$ cat config.mk
export PLATFORM = sky130hd
export DESIGN_NAME = mult_share_ctrl
export DESIGN_NICKNAME = d
export VERILOG_FILES = /design/src/rtl/mult_share_pkg.sv /design/src/rtl/booth_step_dp.sv /design/src/rtl/mult_share_ctrl.sv
export SDC_FILE = /design/constraint.sdc
export NUM_CORES = 1
export LEC_CHECK = 0
export CAP_MARGIN = 20
export CORE_MARGIN = 8
export CORE_UTILIZATION = 50
export DETAILED_ROUTE_END_ITERATION = 10
export HOLD_SLACK_MARGIN = 0.15
export MAX_ROUTING_LAYER = met4
export PLACE_DENSITY = 0.77
export REMOVE_ABC_BUFFERS = 1
export SYNTH_ARGS = -nofsm -noshare
export SYNTH_HDL_FRONTEND = slang
export SYNTH_SLANG_ARGS = --single-unit
$ cat constraint.sdc
create_clock -name clk -period 2.7 [get_ports clk]
set_input_delay 0.81 -clock clk [delete_from_list [all_inputs] [get_ports clk]]
set_output_delay 0.81 -clock clk [all_outputs]
set_load 0.02 [all_outputs]
$ cat src/rtl/mult_share_pkg.sv
// Shared types and constants for the shared Booth multiplier controller.
package mult_share_pkg;

   localparam int DEF_NREQ  = 2;
   localparam int DEF_WIDTH = 4;

   typedef enum logic [1:0] {
      IDLE,
      ITER,
      DONE
   } state_t;

   typedef enum logic [1:0] {
      NOP,
      ADD,
      SUB
   } booth_op_t;

   // Radix-2 Booth recoding of the current multiplier LSB and the bit shifted out last step.
   function automatic booth_op_t booth_decode(input logic q0, input logic q_1);
      case ({q0, q_1})
         2'b01:   return ADD;
         2'b10:   return SUB;
         default: return NOP;
      endcase
   endfunction

endpackage

$ cat src/rtl/booth_step_dp.sv
// One radix-2 Booth iteration: conditional add/sub of M into A, then an
// arithmetic shift right of the whole {A,Q,q_1} chain.
module booth_step_dp
   import mult_share_pkg::*;
#(
   parameter int WIDTH = DEF_WIDTH
) (
   input  logic [WIDTH:0]   a_in,
   input  logic [WIDTH-1:0] q_in,
   input  logic             q1_in,
   input  logic [WIDTH-1:0] m_in,
   output logic [WIDTH:0]   a_out,
   output logic [WIDTH-1:0] q_out,
   output logic             q1_out
);

   // A carries one guard bit so that subtracting M = -2^(WIDTH-1) cannot overflow.
   logic [WIDTH:0] m_ext;
   logic [WIDTH:0] sum;
   booth_op_t      op;

   assign m_ext = {m_in[WIDTH-1], m_in};

   // Add/sub selected by the Booth pair, then shift the chain right by one with sign fill.
   always_comb begin
      op = booth_decode(q_in[0], q1_in);
      case (op)
         ADD:     sum = a_in + m_ext;
         SUB:     sum = a_in - m_ext;
         default: sum = a_in;
      endcase
      a_out  = {sum[WIDTH], sum[WIDTH:1]};
      q_out  = {sum[0], q_in[WIDTH-1:1]};
      q1_out = q_in[0];
   end

endmodule

$ cat src/rtl/mult_share_ctrl.sv
// Round-robin front end sharing one sequential signed Booth multiplier
// between NREQ requesters; reports each product with the requester's id.
module mult_share_ctrl
   import mult_share_pkg::*;
#(
   parameter int NREQ  = DEF_NREQ,
   parameter int WIDTH = DEF_WIDTH
) (
   input  logic                     clk,
   input  logic                     reset,
   input  logic [NREQ-1:0]          req,
   input  logic [NREQ*WIDTH-1:0]    multiplicand,
   input  logic [NREQ*WIDTH-1:0]    multiplier,
   output logic [NREQ-1:0]          gnt,
   output logic                     busy,
   output logic                     done,
   output logic [$clog2(NREQ)-1:0]  done_id,
   output logic [WIDTH-1:0]         HI_FF,
   output logic [WIDTH-1:0]         LO_FF
);

   localparam int ID_W  = $clog2(NREQ);
   localparam int CNT_W = $clog2(WIDTH);

   state_t           state, state_next;
   logic [WIDTH-1:0] m_reg;
   logic [WIDTH:0]   a_reg;
   logic [WIDTH-1:0] q_reg;
   logic             q1_reg;
   logic [CNT_W-1:0] cnt;
   logic [ID_W-1:0]  rr_ptr;
   logic [ID_W-1:0]  winner;
   logic [ID_W-1:0]  idx;
   logic             last_step;

   logic [WIDTH:0]   a_next;
   logic [WIDTH-1:0] q_next;
   logic             q1_next;

   booth_step_dp #(.WIDTH(WIDTH)) u_step (
      .a_in   (a_reg),
      .q_in   (q_reg),
      .q1_in  (q1_reg),
      .m_in   (m_reg),
      .a_out  (a_next),
      .q_out  (q_next),
      .q1_out (q1_next)
   );

   assign last_step = (cnt == CNT_W'(WIDTH - 1));

   // Round-robin pick: first pending requester above rr_ptr, wrapping; the
   // descending scan lets the nearest candidate overwrite farther ones.
   always_comb begin
      winner = rr_ptr;
      idx    = '0;
      for (int k = NREQ; k >= 1; k--) begin
         idx = ID_W'((int'(rr_ptr) + k) % NREQ);
         if (req[idx]) winner = idx;
      end
   end

   // State register.
   always_ff @(posedge clk) begin
      if (reset) state <= IDLE;
      else       state <= state_next;
   end

   // Next-state and status outputs.
   always_comb begin
      // NOTE: every output gets a default before the case so no path leaves it unassigned (no latch).
      state_next = state;
      busy       = 1'b0;
      done       = 1'b0;
      case (state)
         IDLE: if (|req) state_next = ITER;
         ITER: begin
            busy = 1'b1;
            if (last_step) state_next = DONE;
         end
         DONE: begin
            busy       = 1'b1;
            done       = 1'b1;
            state_next = IDLE;
         end
         default: state_next = IDLE;
      endcase
   end

   // Operand capture, Booth iteration registers, grant pulse and result registers.
   always_ff @(posedge clk) begin
      // NOTE: non-blocking assignments so every register here sees pre-edge values of the others.
      if (reset) begin
         m_reg   <= '0;
         a_reg   <= '0;
         q_reg   <= '0;
         q1_reg  <= 1'b0;
         cnt     <= '0;
         rr_ptr  <= ID_W'(NREQ - 1);
         gnt     <= '0;
         done_id <= '0;
         HI_FF   <= '0;
         LO_FF   <= '0;
      end else begin
         gnt <= '0;
         case (state)
            IDLE: begin
               if (|req) begin
                  m_reg  <= multiplicand[int'(winner)*WIDTH +: WIDTH];
                  q_reg  <= multiplier[int'(winner)*WIDTH +: WIDTH];
                  a_reg  <= '0;
                  q1_reg <= 1'b0;
                  cnt    <= '0;
                  rr_ptr <= winner;
                  gnt    <= {{(NREQ-1){1'b0}}, 1'b1} << winner;
               end
            end
            ITER: begin
               a_reg  <= a_next;
               q_reg  <= q_next;
               q1_reg <= q1_next;
               cnt    <= cnt + 1'b1;
               if (last_step) begin
                  HI_FF   <= a_next[WIDTH-1:0];
                  LO_FF   <= q_next;
                  done_id <= rr_ptr;
               end
            end
            default: ;
         endcase
      end
   end

endmodule

* Word-level counts from Yosys, hierarchy flattened *
Cells that the tools add are included.

storage, ports and cells
  bits in registers = 30
  input port bits = 20
  output and inout port bits = 13
  logic and storage cells = 62

operators by class
  $add $sub $neg = 5
  $lt $le $gt $ge = 2
  equal/unequal tests = 9
  shifts and indexed selects = 3
  multiplexer cells = 21
  bitwise operators = 2
  reduce and logical (&&, ||, !) cells = 9

operators by type and width
  operator             number
  $pmux 5 s2           2
  $shiftx 8x4->4       2
  $pmux 2 s2           3
  $mux 1               9
  $eq 2x2->1 const B   4
  $pmux 4 s2           1
  $reduce_and 2->1     4
  $eq 2x1->1 const B   3
  $mux 2               3
  $add 5x5->5          1
  $mux 5               1
  $sub 5x5->5          1
  $lt 1x2->1 const B   2
  $mux 4               1
  $ne 2x2->1 const B   2
  $reduce_or 2->1      2
  $reduce_or 3->1      1
  $add 1x1->1 const B  2
  $add 2x1->2 const B  1
  $logic_not 2->1      1
  $not 1->1            2
  $pmux 1 s2           1
  $reduce_bool 2->1    1
  $shl 1x1->2 const A  1

* Logic depth before layout (Yosys ltp) *
  depth after elaboration = 8
  mapped depth = 10
  depth with buffers taken out = 10

* Modules after synthesis *
Synthesis repeated with hierarchy kept, for this count alone.

second synthesis, totals
  cells, all modules = 211
  area, all modules = 1747.9 µm²

by module, submodules not included
  module           instances  cells each  area each (µm²)  sequential area each (µm²)
  mult_share_ctrl  1          155         1363.8           600.6
  booth_step_dp    1          56          384.1            0.0

* Least setup slack after synthesis *
Ideal clock, no wire load.

  path kind = reg-to-reg
  from = reg m_reg[0]
  to = reg HI_FF[3]
  data arrival time = 2.267 ns
  required time = 2.609 ns
  setup slack = 0.342 ns
  stages on the path, launching flop included = 10
  clock period less this slack = 2.358 ns
  cells stage by stage = dfxtp_1 inv_1 ha_1 mux2_2 fa_1 nand2b_1 a21oi_2 xnor2_1 or3_1 a311oi_1

on the way
  word-level cells in the longest chain between the ends = 2
  elaborated cells between the ends (all ways) = 3
  those cells by class = 2 x add/sub; 1 x mux

RTL lines
  what                                        RTL line                                  RTL
  start, declared                             mult_share_ctrl.sv:26                     logic [WIDTH-1:0] m_reg;
  start signal, assigned                      mult_share_ctrl.sv:109                    m_reg <= multiplicand[int'(winner)*WIDTH +: WIDTH];
  $sub 5x5->5 or $add 5x5->5 (tied branches)  booth_step_dp.sv:29, booth_step_dp.sv:28
  $pmux 5 s2 *                                booth_step_dp.sv:27                       case (op)
  end signal, assigned                        mult_share_ctrl.sv:124                    HI_FF <= a_next[WIDTH-1:0];
  end, declared                               mult_share_ctrl.sv:18                     output logic [WIDTH-1:0] HI_FF,

Every way passes the cells marked *; elsewhere a longest branch is shown, timed or not.
A chain may end at the register's enable or synchronous reset.

* Worst setup path in the final report *
  from = reg m_reg[1]
  to = reg HI_FF[3]

The elaborated chain is that of the path after synthesis.

==> impl_metrics.tcl <==
set metrics [dict create \
    ant_nets 0 \
    synth_adder_area_share_pct 9.35 \
    cts_buffer_depth 2 \
    initial_core_util_pct 51.7 \
    drv_cap 0 \
    rrSetupSlack_ns 0.14 \
    finalCritPeriodShare_pct 94.9 \
    path_class "flop to flop" \
    p_sw_share_pct 32.7 \
    pwr-share-seq_pct 45.6 \
    synth_top_family_by_area "compound AO/OA/AOI/OAI gates" \
    die_y_um 71.7 \
    ys.flop_type "dfxtp_1" \
    slowest_stage "fa_1" \
    p_int_w 0.000708 \
    dr.first_iter.drc_count 65 \
    synth-edff-count 0 \
    max-vdd-ir-drop_v 0.000376 \
    cp_data_required_time_ns 2.93 \
    grt_use_total_pct 16.1 \
    synthMuxAreaShare_pct 8.71 \
    grt_setup_unrepaired "false" \
    holdWs_ns 0.458 \
    maxSlewHeadroom_pct 59.6 \
    synth_cell_type_count 36 \
    finalNetCount 247 \
    p_sw_w 0.000344 \
    grt_max_degree 16 \
    hold_violations 0 \
    post_cts_resize_count 0 \
    seq_area_um2 583 \
    crit_arrival_ns 2.79 \
    ys.warnings.count 0 \
    grt_pass1_wl_mm 6.29 \
    grt_pass1_vias 1385 \
    postCtsHoldBufs 0 \
    crit_chain "inv_1 > ha_1 > mux2_2 > fa_1 > nand2b_1 > a21oi_2 > xnor2_1 > or3_1 > a311oi_1" \
    dp_hpwl_mm 2.88 \
    drive_gt1_share_pct 9.30 \
    cts-root-buf "clkbuf_4" \
    worst_pin_slew_ns 0.606 \
    avgSynthCellArea_um2 8.48 \
    hp-start "HI_FF[2]" \
    synth_cells 183 \
    pwr-share-clk_pct 22.0 \
    coreArea_mm2 0.00300 \
    num_vias 1390 \
    antenna_found_initial 0 \
    synth_seq_cells 29 \
    post_cts_buffers 0 \
    p_comb_share_pct 32.3 \
    place.gp.congestion 0.840 \
    antenna_cells 0 \
    finalMaxSlewViolations 0 \
    dieArea_mm2 0.00514 \
    remaining_drc_errors 0 \
    p_leak_nw 0.744 \
    critPathTopFamily "adder cells" \
    synth-simple-area-share_pct 17.6 \
    finalClockSkew_ns 0.00859 \
    synth_compound_area_share_pct 19.1 \
    synth-seq-area-share_pct 37.4 \
    cp-start-kind "flop" \
    cts_buffers 5 \
    status "finished clean" \
    die_w_um 71.7 \
    finalCriticalPeriod_ns 2.56 \
    clock_sinks 29 \
    max_freq_mhz 390 \
    clkLatencyLatePin_ns 0.33 \
    dr.pass1.iters 4 \
    wire_per_inst_um 15.2 \
    end_kind "flop" \
    io_buffers 32 \
    ios 33 \
    setup.worst_path.start "m_reg[1]" \
    p_per_area_mw_per_mm2 544 \
    async_flop_share_pct 0 \
    n_fill_cell 261 \
    grt_overflow 0 \
    worstPathMaxFanout 4 \
    critPathBufInv 1 \
    max_stage_delay_ns 0.45 \
    routed_wl_mm 3.77 \
    setup_violations 0 \
    multi_input_area_um2 887 \
    row_count 20 \
    synthXorXnorAreaFrac_pct 2.26 \
    h-tree-depth 2 \
    hold_class "flop to flop" \
    setup_tns_ns 0 \
    clk_pin_slew_ns 0.09 \
    syn2layout_area_growth_pct 24.7 \
    avgViaCountPerCell 5.60 \
    timing.rr.start "m_reg[1]" \
    cts_tree "yes" \
    syn_area_mm2 0.00155 \
]
[worst reg2reg max path, cell delays in order, from the launching register on]
cell and delay (ns):
dfxtp_2 0.37, inv_1 0.06, ha_1 0.26, mux2_2 0.29, fa_1 0.45, nand2b_1 0.18
a21oi_2 0.14, xnor2_1 0.13, or3_1 0.31, a311oi_1 0.28
[metrics by stage]
stage                     utilization (%)  instance area (µm²)  worst slack [ns]  std cells  power, W
after floorplan                         -                 1500             0.342        174  0.000720
after global placement               62.8                 1890             0.282        242  0.000805
after detailed placement             62.8                 1890             0.143        242  0.000825
after CTS                            64.3                 1930            0.0975        248   0.00105
after global routing                 64.4                 1930            0.0208        248   0.00112
final                                64.4                 1930             0.138        248   0.00105
[cell usage after synthesis, drive strengths merged (2+ instances only)]
master,n,area [µm²]
a22oi,3,22.5
o21ai,9,48.8
a211oi,6,45.0
a21oi,18,97.6
nor2,27,101
nor3,2,10.0
dfxtp,29,581
mux2,4,45.0
and2,2,12.5
nor3b,3,22.5
a211o,4,35.0
ha,10,125
nand2,19,71.3
inv,10,37.5
clkbuf,6,22.5
nand2b,2,12.5
xnor2,3,26.3
buf,3,26.3
mux2i,9,90.1
[power groups by stage]
stage                     combinational (W)  sequential (W)  clock [W]
final                              0.000340        0.000480   0.000232
after global routing               0.000376        0.000485   0.000257
after CTS                          0.000338        0.000479   0.000238
after detailed placement           0.000336        0.000489          0
after global placement             0.000318        0.000486          0
after floorplan                    0.000234        0.000486          0
[layer usage]
metal / up-vias / GRT usage [%] / share of wire [%]
li1: 699 / - / -
met2: 26 / 27.7 / 52
met1: 654 / 16.1 / 41
met3: 11 / 4.04 / 3.8
met5: - / - / 0
met4: 0 / 9.30 / 2.6
[cells by family (layout without fill, tap and decap cells)]
kind of cell,count (synthesis),after routing
xor+xnor,4,4
fa+ha+maj,11,11
compound gates,46,46
simple gates,61,61
buf+inv,19,51
flops,29,29
mux,13,13
[layout make-up]
class,count,area share [%]
clock buffer,5,1.94
sequential,29,30.1
inverter,10,1.94
timing repair buffer,35,17.7
tap,33,2.13
multi-input combinational,135,45.9
clock inverter,1,0.259
[final timing paths]
check,endpoint,cells past startpoint
worst max register to register,HI_FF[3],9
worst min-delay path,HI_FF[2],2
worst min register to register,HI_FF[2],2
worst max-delay path,HI_FF[3],9
[placed cells by master (no fill, tap or decap), types with 3 or more instances in the layout]
cell type / n
nor3b_1: 3
nand2_1: 19
a211o_1: 4
inv_1: 10
a211oi_1: 6
clkdlybuf4s50_1: 32
clkbuf_4: 5
a21oi_1: 16
a22oi_1: 3
mux2i_1: 9
nor2_1: 27
dfxtp_1: 27
mux2_2: 4
xnor2_1: 3
ha_1: 9
o21ai_0: 8
buf_4: 3
(Power assumes the default switching activity.)
